==> src/rtl/saturn_bus_pkg.sv <==
// Shared types and widths for the SH-2 C-bus arbiter.
//   owner_t     : who currently drives the C-bus address/data mux
//   arb_state_t : arbiter FSM states
//   TURN_CNT_W  : width of the turnaround counter
//   TO_CNT_W    : width of the master-release timeout counter
package saturn_bus_pkg;

    localparam int unsigned TURN_CNT_W = 3;
    localparam int unsigned TO_CNT_W   = 8;

    typedef enum logic [1:0] {
        OWN_MSH  = 2'd0,
        OWN_SSH  = 2'd1,
        OWN_SCU  = 2'd2,
        OWN_NONE = 2'd3
    } owner_t;

    typedef enum logic [1:0] {
        M_OWN,
        REQ_REL,
        TURN,
        GRANT
    } arb_state_t;

endpackage

==> src/rtl/cbus_arbiter.sv <==
// C-bus arbiter: shares the SH-2 C-bus among the master SH-2 (default owner), the slave SH-2
// and the SCU DMA. The master is asked to release via MSH_BRLS_N/MSH_BGR_N; the other two
// requesters get BREQ_N/BACK_N handshakes. OWNER steers the top-level C-bus mux.
// Ports:
//   CLK, RST (async, active high), CE_R (clock enable for all state)
//   MSH_BRLS_N  out  release request to master SH-2 (low = please release)
//   MSH_BGR_N   in   master SH-2 has released the bus (low)
//   SSH_BREQ_N  in / SSH_BACK_N out  slave SH-2 request / grant (active low)
//   SCU_BREQ_N  in / SCU_BACK_N out  SCU DMA request / grant (active low)
//   OWNER       out  0 = MSH, 1 = SSH, 2 = SCU, 3 = none (turnaround)
//   REL_TO      out  sticky flag: master did not release within REL_TIMEOUT cycles
module cbus_arbiter
    import saturn_bus_pkg::*;
#(
    parameter int unsigned TURN_CYC    = 1,
    parameter int unsigned REL_TIMEOUT = 255
) (
    input  logic       CLK,
    input  logic       RST,
    input  logic       CE_R,
    output logic       MSH_BRLS_N,
    input  logic       MSH_BGR_N,
    input  logic       SSH_BREQ_N,
    output logic       SSH_BACK_N,
    input  logic       SCU_BREQ_N,
    output logic       SCU_BACK_N,
    output logic [1:0] OWNER,
    output logic       REL_TO
);

    // Turnaround ends on the TURN_CYC-th cycle spent in TURN.
    localparam logic [TURN_CNT_W-1:0] TurnLast = TURN_CNT_W'(TURN_CYC - 1);
    localparam logic [TO_CNT_W-1:0]   ToMax    = TO_CNT_W'(REL_TIMEOUT);
    localparam logic [TO_CNT_W-1:0]   ToLast   = TO_CNT_W'(REL_TIMEOUT - 1);

    arb_state_t              state_q, state_d;
    owner_t                  owner_q, owner_d;
    owner_t                  last_q, last_d;
    owner_t                  winner;
    logic                    brls_n_q, brls_n_d;
    logic                    ssh_back_n_q, ssh_back_n_d;
    logic                    scu_back_n_q, scu_back_n_d;
    logic                    rel_to_q, rel_to_d;
    logic [TURN_CNT_W-1:0]   turn_cnt_q, turn_cnt_d;
    logic [TO_CNT_W-1:0]     to_cnt_q, to_cnt_d;

    logic ssh_req, scu_req, owner_req;

    assign ssh_req   = ~SSH_BREQ_N;
    assign scu_req   = ~SCU_BREQ_N;
    assign owner_req = (owner_q == OWN_SSH) ? ssh_req : scu_req;

    // Pick the next requester; on contention alternate away from the last winner.
    always_comb begin
        winner = OWN_NONE;
        if (ssh_req && scu_req) begin
            winner = (last_q == OWN_SSH) ? OWN_SCU : OWN_SSH;
        end else if (ssh_req) begin
            winner = OWN_SSH;
        end else if (scu_req) begin
            winner = OWN_SCU;
        end
    end

    always_comb begin
        state_d      = state_q;
        owner_d      = owner_q;
        last_d       = last_q;
        brls_n_d     = brls_n_q;
        ssh_back_n_d = ssh_back_n_q;
        scu_back_n_d = scu_back_n_q;
        rel_to_d     = rel_to_q;
        turn_cnt_d   = turn_cnt_q;
        to_cnt_d     = to_cnt_q;

        unique case (state_q)
            M_OWN: begin
                if (ssh_req || scu_req) begin
                    brls_n_d = 1'b0;
                    to_cnt_d = '0;
                    state_d  = REQ_REL;
                end
            end
            REQ_REL: begin
                if (!MSH_BGR_N) begin
                    owner_d    = OWN_NONE;
                    turn_cnt_d = '0;
                    state_d    = TURN;
                end else if (!ssh_req && !scu_req) begin
                    brls_n_d = 1'b1;
                    state_d  = M_OWN;
                end else begin
                    // Flag a stuck master but keep waiting; never force a grant.
                    if (to_cnt_q != ToMax) begin
                        to_cnt_d = to_cnt_q + 1'b1;
                    end
                    if (to_cnt_q == ToLast) begin
                        rel_to_d = 1'b1;
                    end
                end
            end
            TURN: begin
                if (turn_cnt_q != TurnLast) begin
                    turn_cnt_d = turn_cnt_q + 1'b1;
                end else if (winner == OWN_NONE) begin
                    brls_n_d = 1'b1;
                    owner_d  = OWN_MSH;
                    state_d  = M_OWN;
                end else begin
                    ssh_back_n_d = (winner != OWN_SSH);
                    scu_back_n_d = (winner != OWN_SCU);
                    owner_d      = winner;
                    last_d       = winner;
                    state_d      = GRANT;
                end
            end
            GRANT: begin
                // MSH_BGR_N and the other requester are ignored while a tenure runs.
                if (!owner_req) begin
                    ssh_back_n_d = 1'b1;
                    scu_back_n_d = 1'b1;
                    owner_d      = OWN_NONE;
                    turn_cnt_d   = '0;
                    state_d      = TURN;
                end
            end
            default: state_d = M_OWN;
        endcase
    end

    always_ff @(posedge CLK or posedge RST) begin
        if (RST) begin
            state_q      <= M_OWN;
            owner_q      <= OWN_MSH;
            last_q       <= OWN_SSH;
            brls_n_q     <= 1'b1;
            ssh_back_n_q <= 1'b1;
            scu_back_n_q <= 1'b1;
            rel_to_q     <= 1'b0;
            turn_cnt_q   <= '0;
            to_cnt_q     <= '0;
        end else if (CE_R) begin
            state_q      <= state_d;
            owner_q      <= owner_d;
            last_q       <= last_d;
            brls_n_q     <= brls_n_d;
            ssh_back_n_q <= ssh_back_n_d;
            scu_back_n_q <= scu_back_n_d;
            rel_to_q     <= rel_to_d;
            turn_cnt_q   <= turn_cnt_d;
            to_cnt_q     <= to_cnt_d;
        end
    end

    assign MSH_BRLS_N = brls_n_q;
    assign SSH_BACK_N = ssh_back_n_q;
    assign SCU_BACK_N = scu_back_n_q;
    assign OWNER      = owner_q;
    assign REL_TO     = rel_to_q;

endmodule

==> config.mk <==
export PLATFORM = sky130hd
export DESIGN_NAME = cbus_arbiter
export DESIGN_NICKNAME = d
export VERILOG_FILES = /design/src/rtl/saturn_bus_pkg.sv /design/src/rtl/cbus_arbiter.sv
export SDC_FILE = /design/constraint.sdc
export NUM_CORES = 1
export LEC_CHECK = 0
export CAP_MARGIN = 20
export CORE_MARGIN = 3
export CORE_UTILIZATION = 55
export DETAILED_ROUTE_END_ITERATION = 10
export HOLD_SLACK_MARGIN = 0.03
export PLACE_DENSITY = 0.81
export SYNTH_ARGS = -nofsm -noshare
export SYNTH_HDL_FRONTEND = slang
export SYNTH_SLANG_ARGS = --single-unit
==> constraint.sdc <==
create_clock -name CLK -period 2.3 [get_ports CLK]
set_input_delay 0.345 -clock CLK [delete_from_list [all_inputs] [get_ports CLK]]
set_output_delay 0.345 -clock CLK [all_outputs]
set_load 0.005 [all_outputs]
==> results.cfg, run 1 <==
[yosys]
yosysUniqueCellTypes = 44
synth_edf_count = 0
synth_seq_area_share_pct = 38.1
synth_top_area_share_pct = 30.5
ys_seq_elements = 21
synth_ff_type = dfrtp_1
syn-num-nets = 156
syn_area_per_cell_sq_um = 10.0
synth_warnings = 0
async_reset_ff_share_pct = 100
synth_top_area_cell = dfrtp_1
synth_area_leaders = dfrtp_1 (31%), ha_1 (9.9%), dfstp_2 (7.5%), nor2b_1 (3.1%), nor2_1 (2.7%)
syn-cell-area_sq_mm = 0.00139
synthCells = 139

[clock_tree]
cts_hold_buffers = 0
cts_tree = yes
clock_path_buffers = 2
clk_pin_slew_ns = 0.12
cts_setup_buffers = 0
root_buffer = clkbuf_4
insertion_delay_ns = 0.31
cts_num_sinks = 21
cts_buffers = 3
htreeDepth = 1
cts_resized = 0

[placement]
gp_congestion = 0.875
dp_hpwl_um = 2180
dpl-instance-area_sq_mm = 0.00154
portBuffers = 11
pre_cts_slack_ns = 0.134

[power]
p_leak_nw = 0.675
power_per_cell_area_mw_per_mm2 = 898
ir_drop_uv = 612
total_power_mw = 1.41

[status]
status = completed

[detailed_routing]
drc = 0
wl_um = 2820
antenna_left = 0
wl_per_cell_um = 15.5
dr.pass1.iters = 4
vias_per_cell = 6.13
drtIter0Drc = 49
num_vias = 1115

[floorplanning]
die_height_um = 56.3
io_pins = 12
start_util_pct = 60.7
die_x_um = 56.3
die_area_sq_mm = 0.00317
core_region_area_sq_mm = 0.00230
rows = 17

[timing]
skew_ns = 0.00239
hold_slack_ns = 0.352
tns_ns = 0
min_period_ns = 2.07
final.setup.worst_slack_ns = 0.227
report.final.slew_viol_count = 0
hold_violations = 0
rsz0062_at_grt = false
period_share_pct = 90.1
worst_pin_slew_ns = 0.377
max_freq_mhz = 482
slew_headroom_pct = 74.9
setup_viol = 0

[worst_setup_path]
cp.arrival_ns = 2.33
ff2ff_path_depth = 6
critPathKind = reg2reg
cp-end-kind = register
cp.required_ns = 2.56
cp_max_fo = 7
cp-start-kind = register

[final_layout]
drive_above_1_share_pct = 13.6
layout.nets = 172
fin_area_sq_mm = 0.00157
final_common_cell = dfrtp_1
area_delta_synth_final_pct = 12.4
final_cell_mix = dfrtp_1 (17), ha_1 (11), clkdlybuf4s50_1 (11), nor2_1 (10), nand2_1 (9)
n_antenna_cell = 0

[global_route]
overflow = 0
grt_max_degree = 22
antenna_found_initial = 0
grt_pass1_vias = 1125
grt_use_total_pct = 19.8
grt_pass1_wl_um = 5020

[flow_run]
maxCapViolCount = 0

[worst_hold_path]
worstHoldPathType = in2async
-- registers in the layout, indices dropped and copies added (netlist names) --
register and count:
state_q 2, SSH_BACK_N 1, to_cnt_q 8, SCU_BACK_N 1, MSH_BRLS_N 1, OWNER 2
last_q 2, REL_TO 1, turn_cnt_q 3
-- cells by family after synthesis --
group	after synthesis	synth area share (%)
adder cells (fa/ha/maj)	11	9.87
AND/OR/NAND/NOR	53	21.0
AO/OA/AOI/OAI	35	20.6
multiplexers	8	6.82
buffers and inverters	11	3.68
flip-flops	21	38.1
-- per-stage QoR --
step           util, %  instances
6_report          68.2        182
5_1_grt           68.2        182
4_1_cts           68.2        182
3_5_place_dp      67.0        178
3_3_place_gp      67.0        178
2_1_floorplan        -        139
-- cell usage after synthesis (all sizes together), types with 3 or more instances --
cell and instances:
dfrtp 17, nor3 5, a21oi 4, o21ai 8, ha 11, nor2 10, dfstp 4, o21a 3
mux2 6, inv 8, and2 3, nand2 9, nor2b 7, nand4 4, buf 3, nand3 7
o31ai 4
-- path summary, 6_finish.rpt --
kind	startpoint	end	slack (ns)
max	state_q[0]$_DFFE_PP0P_	SCU_BACK_N$_DFFE_PP1P_	0.23
max reg2reg	state_q[0]$_DFFE_PP0P_	SCU_BACK_N$_DFFE_PP1P_	0.23
min in group CLK	REL_TO$_DFFE_PP0P_	REL_TO$_DFFE_PP0P_	0.49
min	RST	to_cnt_q[2]$_DFFE_PP0P_	0.35
min reg2reg	REL_TO$_DFFE_PP0P_	REL_TO$_DFFE_PP0P_	0.49
max in group asynchronous	RST	MSH_BRLS_N$_DFFE_PP1P_	1.67
-- area by class of cell --
type,instances,area (sq um)
multi-input cells,107,812
fillers,180,731
inverters,8,30.0
well taps,28,35.0
flip-flops and latches,21,531
repair buffers,14,133
clock buffers,4,26.3
-- power by group --
| part | switching [mW] | internal, mW |
|---|---|---|
| Clock | 0.116 | 0.0678 |
| Combinational | 0.329 | 0.318 |
| Sequential | 0.0885 | 0.487 |
| Total | 0.534 | 0.873 |
-- metal layers --
metal	part of all wire (%)	track usage (%)	vias to the layer above
met4	1.7	7.46	0
met2	47	31.6	41
met3	6.7	2.76	5
met1	44	27.3	529
li1	-	-	540
met5	0	0	-
-- worst max-delay path, stage by stage, from the launching register on --
cell and delay [ns]:
dfrtp_1 0.46, inv_1 0.14, ha_1 0.30, a21boi_2 0.27
o221ai_1 0.21, or4_1 0.51, o21a_1 0.13
Power figures use the tool's default switching activity.
==> inputs of run 2 (changes only) <==
CORE_ASPECT_RATIO = 0.5   (was not set)
CORE_UTILIZATION = 51   (was 55)
CTS_CLUSTER_SIZE = 24   (was not set)
PLACE_DENSITY = 0.8   (was 0.81)
clock period = 1.7 ns   (was 2.3 ns; I/O delays follow)
==> run 2 against run 1 <==
Effect of this change: the run now ends with negative setup slack left; total power is 110% higher; sequential power grew 46%; fmax is 13% higher; combinational power rose to 2.7 times the previous value; largest power group unchanged; die area rose by 8.2%; via count grew 30%.
==> results.cfg, run 2 (synthesis gave the netlist of run 1 again) <==
[status]
status = complete, but fails checks
violations = negative setup slack

[power]
power_per_cell_area_mw_per_mm2 = 1370
p_leak_nw = 0.914
ir_drop_uv = 790
total_power_mw = 2.92

[final_layout]
fin_cells = 222
final_common_cell = buf_4
fin_area_sq_mm = 0.00213
area_delta_synth_final_pct = 53.1
largest_register_ffs = 8
top_register = to_cnt_q
n_antenna_cell = 0
layout.nets = 205
final_cell_mix = buf_4 (31), dfrtp_1 (14), clkdlybuf4s50_1 (11), nor2_1 (9), nand3_1 (7)
drive_above_1_share_pct = 46.5
reg.largest.list = to_cnt_q x8, turn_cnt_q x3

[global_route]
grt_use_total_pct = 28.6
grt_max_degree = 22
grt_pass1_wl_um = 7390
antenna_found_initial = 0
overflow = 0
grt_pass1_vias = 1432

[worst_setup_path]
cp-start-kind = register
setup.worst_path.start = state_q[0]$_DFFE_PP0P_
r2r-start = state_q[0]$_DFFE_PP0P_
critical_path.top_delay_family = flip-flops
cp.required_ns = 1.86
crit_slowest_cell = dfrtp_2
critical-path-max-stage-delay_ns = 0.49
critPathKind = reg2reg
worst-path-stages = 8
cp_max_fo = 6
ff2ff_path_depth = 8
cp-end-kind = register
cp.arrival_ns = 2.00
crit_chain = inv_4 > buf_12 > ha_4 > nand3_1 > o211ai_1 > buf_4 > nor3_4 > mux2_4
cp.buffers_inverters = 3

[detailed_routing]
drc = 0
wl_um = 5090
num_vias = 1446
dr.pass1.iters = 4
antenna_left = 0
wl_per_cell_um = 22.9
vias_per_cell = 6.51
drtIter0Drc = 107

[placement]
dpl-instance-area_sq_mm = 0.00175
portBuffers = 11
gp_congestion = 0.809
dp.cells = 210
dp_hpwl_um = 2480

[clock_tree]
cts_hold_buffers = 0
cts_num_sinks = 21
htreeDepth = 1
clk_pin_slew_ns = 0.08
insertion_delay_ns = 0.27
cts_tree = yes
cts_buffers = 3
clock_path_buffers = 2
root_buffer = clkbuf_8

[floorplanning]
rows = 12
core_region_area_sq_mm = 0.00240
start_util_pct = 58.0
die_x_um = 79.9
io_pins = 12
die_area_sq_mm = 0.00343
die_height_um = 43.0

[flow_run]
maxCapViolCount = 0

[timing]
hold_violations = 0
report.final.slew_viol_count = 0
period_share_pct = 108
hold_slack_ns = 0.316
max_freq_mhz = 545
min_period_ns = 1.84
worst_pin_slew_ns = 0.349
slew_headroom_pct = 76.7
rsz0062_at_grt = true
final.setup.worst_slack_ns = -0.136
skew_ns = 0.00852
setup_viol = 17

[worst_hold_path]
worstHoldPathType = in2async
==> run 2: area by class of cell <==
class | count | area [sq um]
Multi-Input combinational cell | 107 | 1050
Sequential cell | 21 | 534
Timing Repair Buffer | 47 | 425
Fill cell | 106 | 268
Clock buffer | 4 | 45.0
Tap cell | 35 | 43.8
Inverter | 8 | 32.5
==> run 2: per-stage QoR <==
stage	worst slack [ns]	utilization (%)	setup TNS [ns]
floorplan	-0.0315	-	-0.0681
global placement	-0.149	72.8	-0.641
detailed placement	-0.208	72.8	-1.27
CTS	-0.0756	81.6	-0.214
global route	-0.180	88.9	-1.60
finish	-0.136	88.9	-1.07
==> run 2: worst paths after layout <==
check / end / slack, ns
worst max-delay path: state_q[1]$_DFFE_PP0P_ / -0.14
worst min-delay path: REL_TO$_DFFE_PP0P_ / 0.32
worst max register to register: state_q[1]$_DFFE_PP0P_ / -0.14
worst min register to register: REL_TO$_DFFE_PP0P_ / 0.51
max in group asynchronous: last_q[0]$_DFFE_PP1P_ / 1.10
min in group CLK: REL_TO$_DFFE_PP0P_ / 0.51
==> run 2: repair_timing <==
action / CTS / global route
endpoints found under the setup margin: 16 / 20
pin swaps: 12 / 14
hold endpoints to repair: 0 / 0
setup buffers: 7 / 3
gates resized for setup: 22 / 35
==> run 2: layer usage <==
layer  global-route usage [%]  up-vias  wire length, um
met5                        0        -                0
met4                     10.4        0              178
met3                     9.11       26              424
met2                     49.0       86             2460
met1                     33.9      721             2030
li1                         -      613                -
==> run 2: power breakdown <==
group	switching [mW]	internal [mW]	leakage, nW	total [mW]
clock	0.179	0.168	0.0228	0.346
sequential	0.174	0.666	0.256	0.840
combinational	0.826	0.907	0.635	1.73
==> run 2: worst reg2reg max path: cells and delay by family, from the launching register on <==
family                     cells  cell delay, ns
DFF                            1            0.49
and+or+nand+nor                2            0.24
AOI/OAI and AO/OA              1            0.12
muxes                          1            0.32
buffers and inverters          3            0.39
adders and majority gates      1            0.17
==> inputs of run 3 (changes only) <==
CORE_ASPECT_RATIO = not set   (was 0.5)
==> run 3 against run 2 <==
Effect of this change: hold slack worse by 0.062 ns; sequential power is 7.6% lower; sequential cell count stayed put; highest routed layer unchanged; largest power group unchanged; critical endpoint unchanged; critical path depth fell by 1; total power shrank 11%; largest cell class unchanged; final cell count did not move; fmax grew 1.1%; sequential share of layout area grew 1.6 points; global-route usage decreased by 6.3 points; core utilization down 10 points; the run still ends with negative setup slack left.
==> results.cfg, run 3 (synthesis gave the netlist of run 1 again) <==
[final_layout]
fin_area_sq_mm = 0.00200
n_antenna_cell = 0
layout.nets = 210
top_register = to_cnt_q
drive_above_1_share_pct = 41.1
area_delta_synth_final_pct = 43.8
final_cell_mix = buf_4 (37), dfrtp_1 (15), clkdlybuf4s50_1 (11), nand2_1 (9), nor2_1 (8)
final_common_cell = buf_4
largest_register_ffs = 8
fin_cells = 222
reg.largest.list = to_cnt_q x8, turn_cnt_q x3

[clock_tree]
clock_path_buffers = 2
htreeDepth = 1
cts_num_sinks = 21
insertion_delay_ns = 0.31
cts_buffers = 3
clk_pin_slew_ns = 0.13
cts_tree = yes
root_buffer = clkbuf_4

[placement]
dp.cells = 206
portBuffers = 11
dpl-instance-area_sq_mm = 0.00175
dp_hpwl_um = 2470
gp_congestion = 0.875

[worst_setup_path]
cp-start-kind = register
cp-end-kind = register
crit_chain = inv_4 > buf_12 > ha_4 > nand3_2 > o211ai_1 > nor3_4 > mux2_4
cp_max_fo = 5
cp.required_ns = 1.91
critPathKind = reg2reg
critical_path.top_delay_family = flip-flops
critical-path-max-stage-delay_ns = 0.47
cp.buffers_inverters = 2
crit_slowest_cell = dfrtp_2
cp.arrival_ns = 2.03

[floorplanning]
die_height_um = 58.3
core_region_area_sq_mm = 0.00254
die_x_um = 58.3
start_util_pct = 54.8
die_area_sq_mm = 0.00340
rows = 18
io_pins = 12

[timing]
min_period_ns = 1.82
hold_slack_ns = 0.253
setup_viol = 7
rsz0062_at_grt = true
tns_ns = -0.561
skew_ns = 0.0164
period_share_pct = 107
report.final.slew_viol_count = 0
max_freq_mhz = 550
slew_headroom_pct = 68.8
worst_pin_slew_ns = 0.467
hold_violations = 0
final.setup.worst_slack_ns = -0.117

[status]
violations = negative setup slack
status = complete, but fails checks

[worst_hold_path]
worstHoldPathType = in2async

[global_route]
grt_use_total_pct = 22.4
overflow = 0
grt_pass1_wl_um = 5840
grt_pass1_vias = 1278
antenna_found_initial = 0
grt_max_degree = 22

[power]
p_leak_nw = 0.899
ir_drop_uv = 890
total_power_mw = 2.59
power_per_cell_area_mw_per_mm2 = 1290

[detailed_routing]
vias_per_cell = 6.03
dr.pass1.iters = 4
drtIter0Drc = 74
drc = 0
wl_um = 3940
num_vias = 1338
wl_per_cell_um = 17.7
antenna_left = 0

[flow_run]
maxCapViolCount = 0
[run 3: worst reg2reg max path, stage by stage, from the launching register on]
cell and delay (ns):
dfrtp_2 0.47, inv_4 0.08, buf_12 0.13, ha_4 0.17
nand3_2 0.06, o211ai_1 0.20, nor3_4 0.29, mux2_4 0.32
[run 3: worst paths after layout]
check	startpoint	to	slack, ns	cells after the start
max reg2reg	state_q[0]$_DFFE_PP0P_	state_q[1]$_DFFE_PP0P_	-0.12	7
min reg2reg	REL_TO$_DFFE_PP0P_	REL_TO$_DFFE_PP0P_	0.50	1
min	RST	last_q[1]$_DFFE_PP0P_	0.25	3
max in group asynchronous	RST	MSH_BRLS_N$_DFFE_PP1P_	1.16	3
max	state_q[0]$_DFFE_PP0P_	state_q[1]$_DFFE_PP0P_	-0.12	7
min in group CLK	REL_TO$_DFFE_PP0P_	REL_TO$_DFFE_PP0P_	0.50	1
[run 3: metrics by stage]
| stage | utilization (%) | setup slack, ns |
|---|---|---|
| 2_1_floorplan | - | -0.0315 |
| 3_3_place_gp | 68.8 | -0.157 |
| 3_5_place_dp | 68.8 | -0.249 |
| 4_1_cts | 74.4 | -0.0482 |
| 5_1_grt | 78.8 | -0.153 |
| 6_report | 78.8 | -0.117 |
[run 3: cell type report]
type                            instances  area, sq um
Clock buffer                            4         26.3
Fill cell                             155          541
Inverter                                8         37.5
Multi-Input combinational cell        107          928
Sequential cell                        21          533
Tap cell                               30         37.5
Timing Repair Buffer                   52          442
[run 3: timing repair]
action | CTS | global route
hold buffers | 0 | 0
gates resized for setup | 11 | 20
buffers inserted | 7 | 5
pin swaps | 9 | 5
setup endpoints to repair | 15 | 20
[run 3: where the power goes]
part           internal, mW  switching (mW)  total (mW)
registers             0.663           0.113       0.776
logic                 0.875           0.689        1.56
clock network        0.0915           0.159       0.251
total                  1.63           0.962        2.59
[run 3: per-layer routing]
| metal | track usage, % | share of wire, % | vias up |
|---|---|---|---|
| met5 | 0 | 0 | - |
| met4 | 6.29 | 1.7 | 0 |
| met3 | 2.45 | 4.8 | 13 |
| met2 | 38.4 | 49 | 60 |
| met1 | 29.5 | 44 | 648 |
| li1 | - | - | 617 |
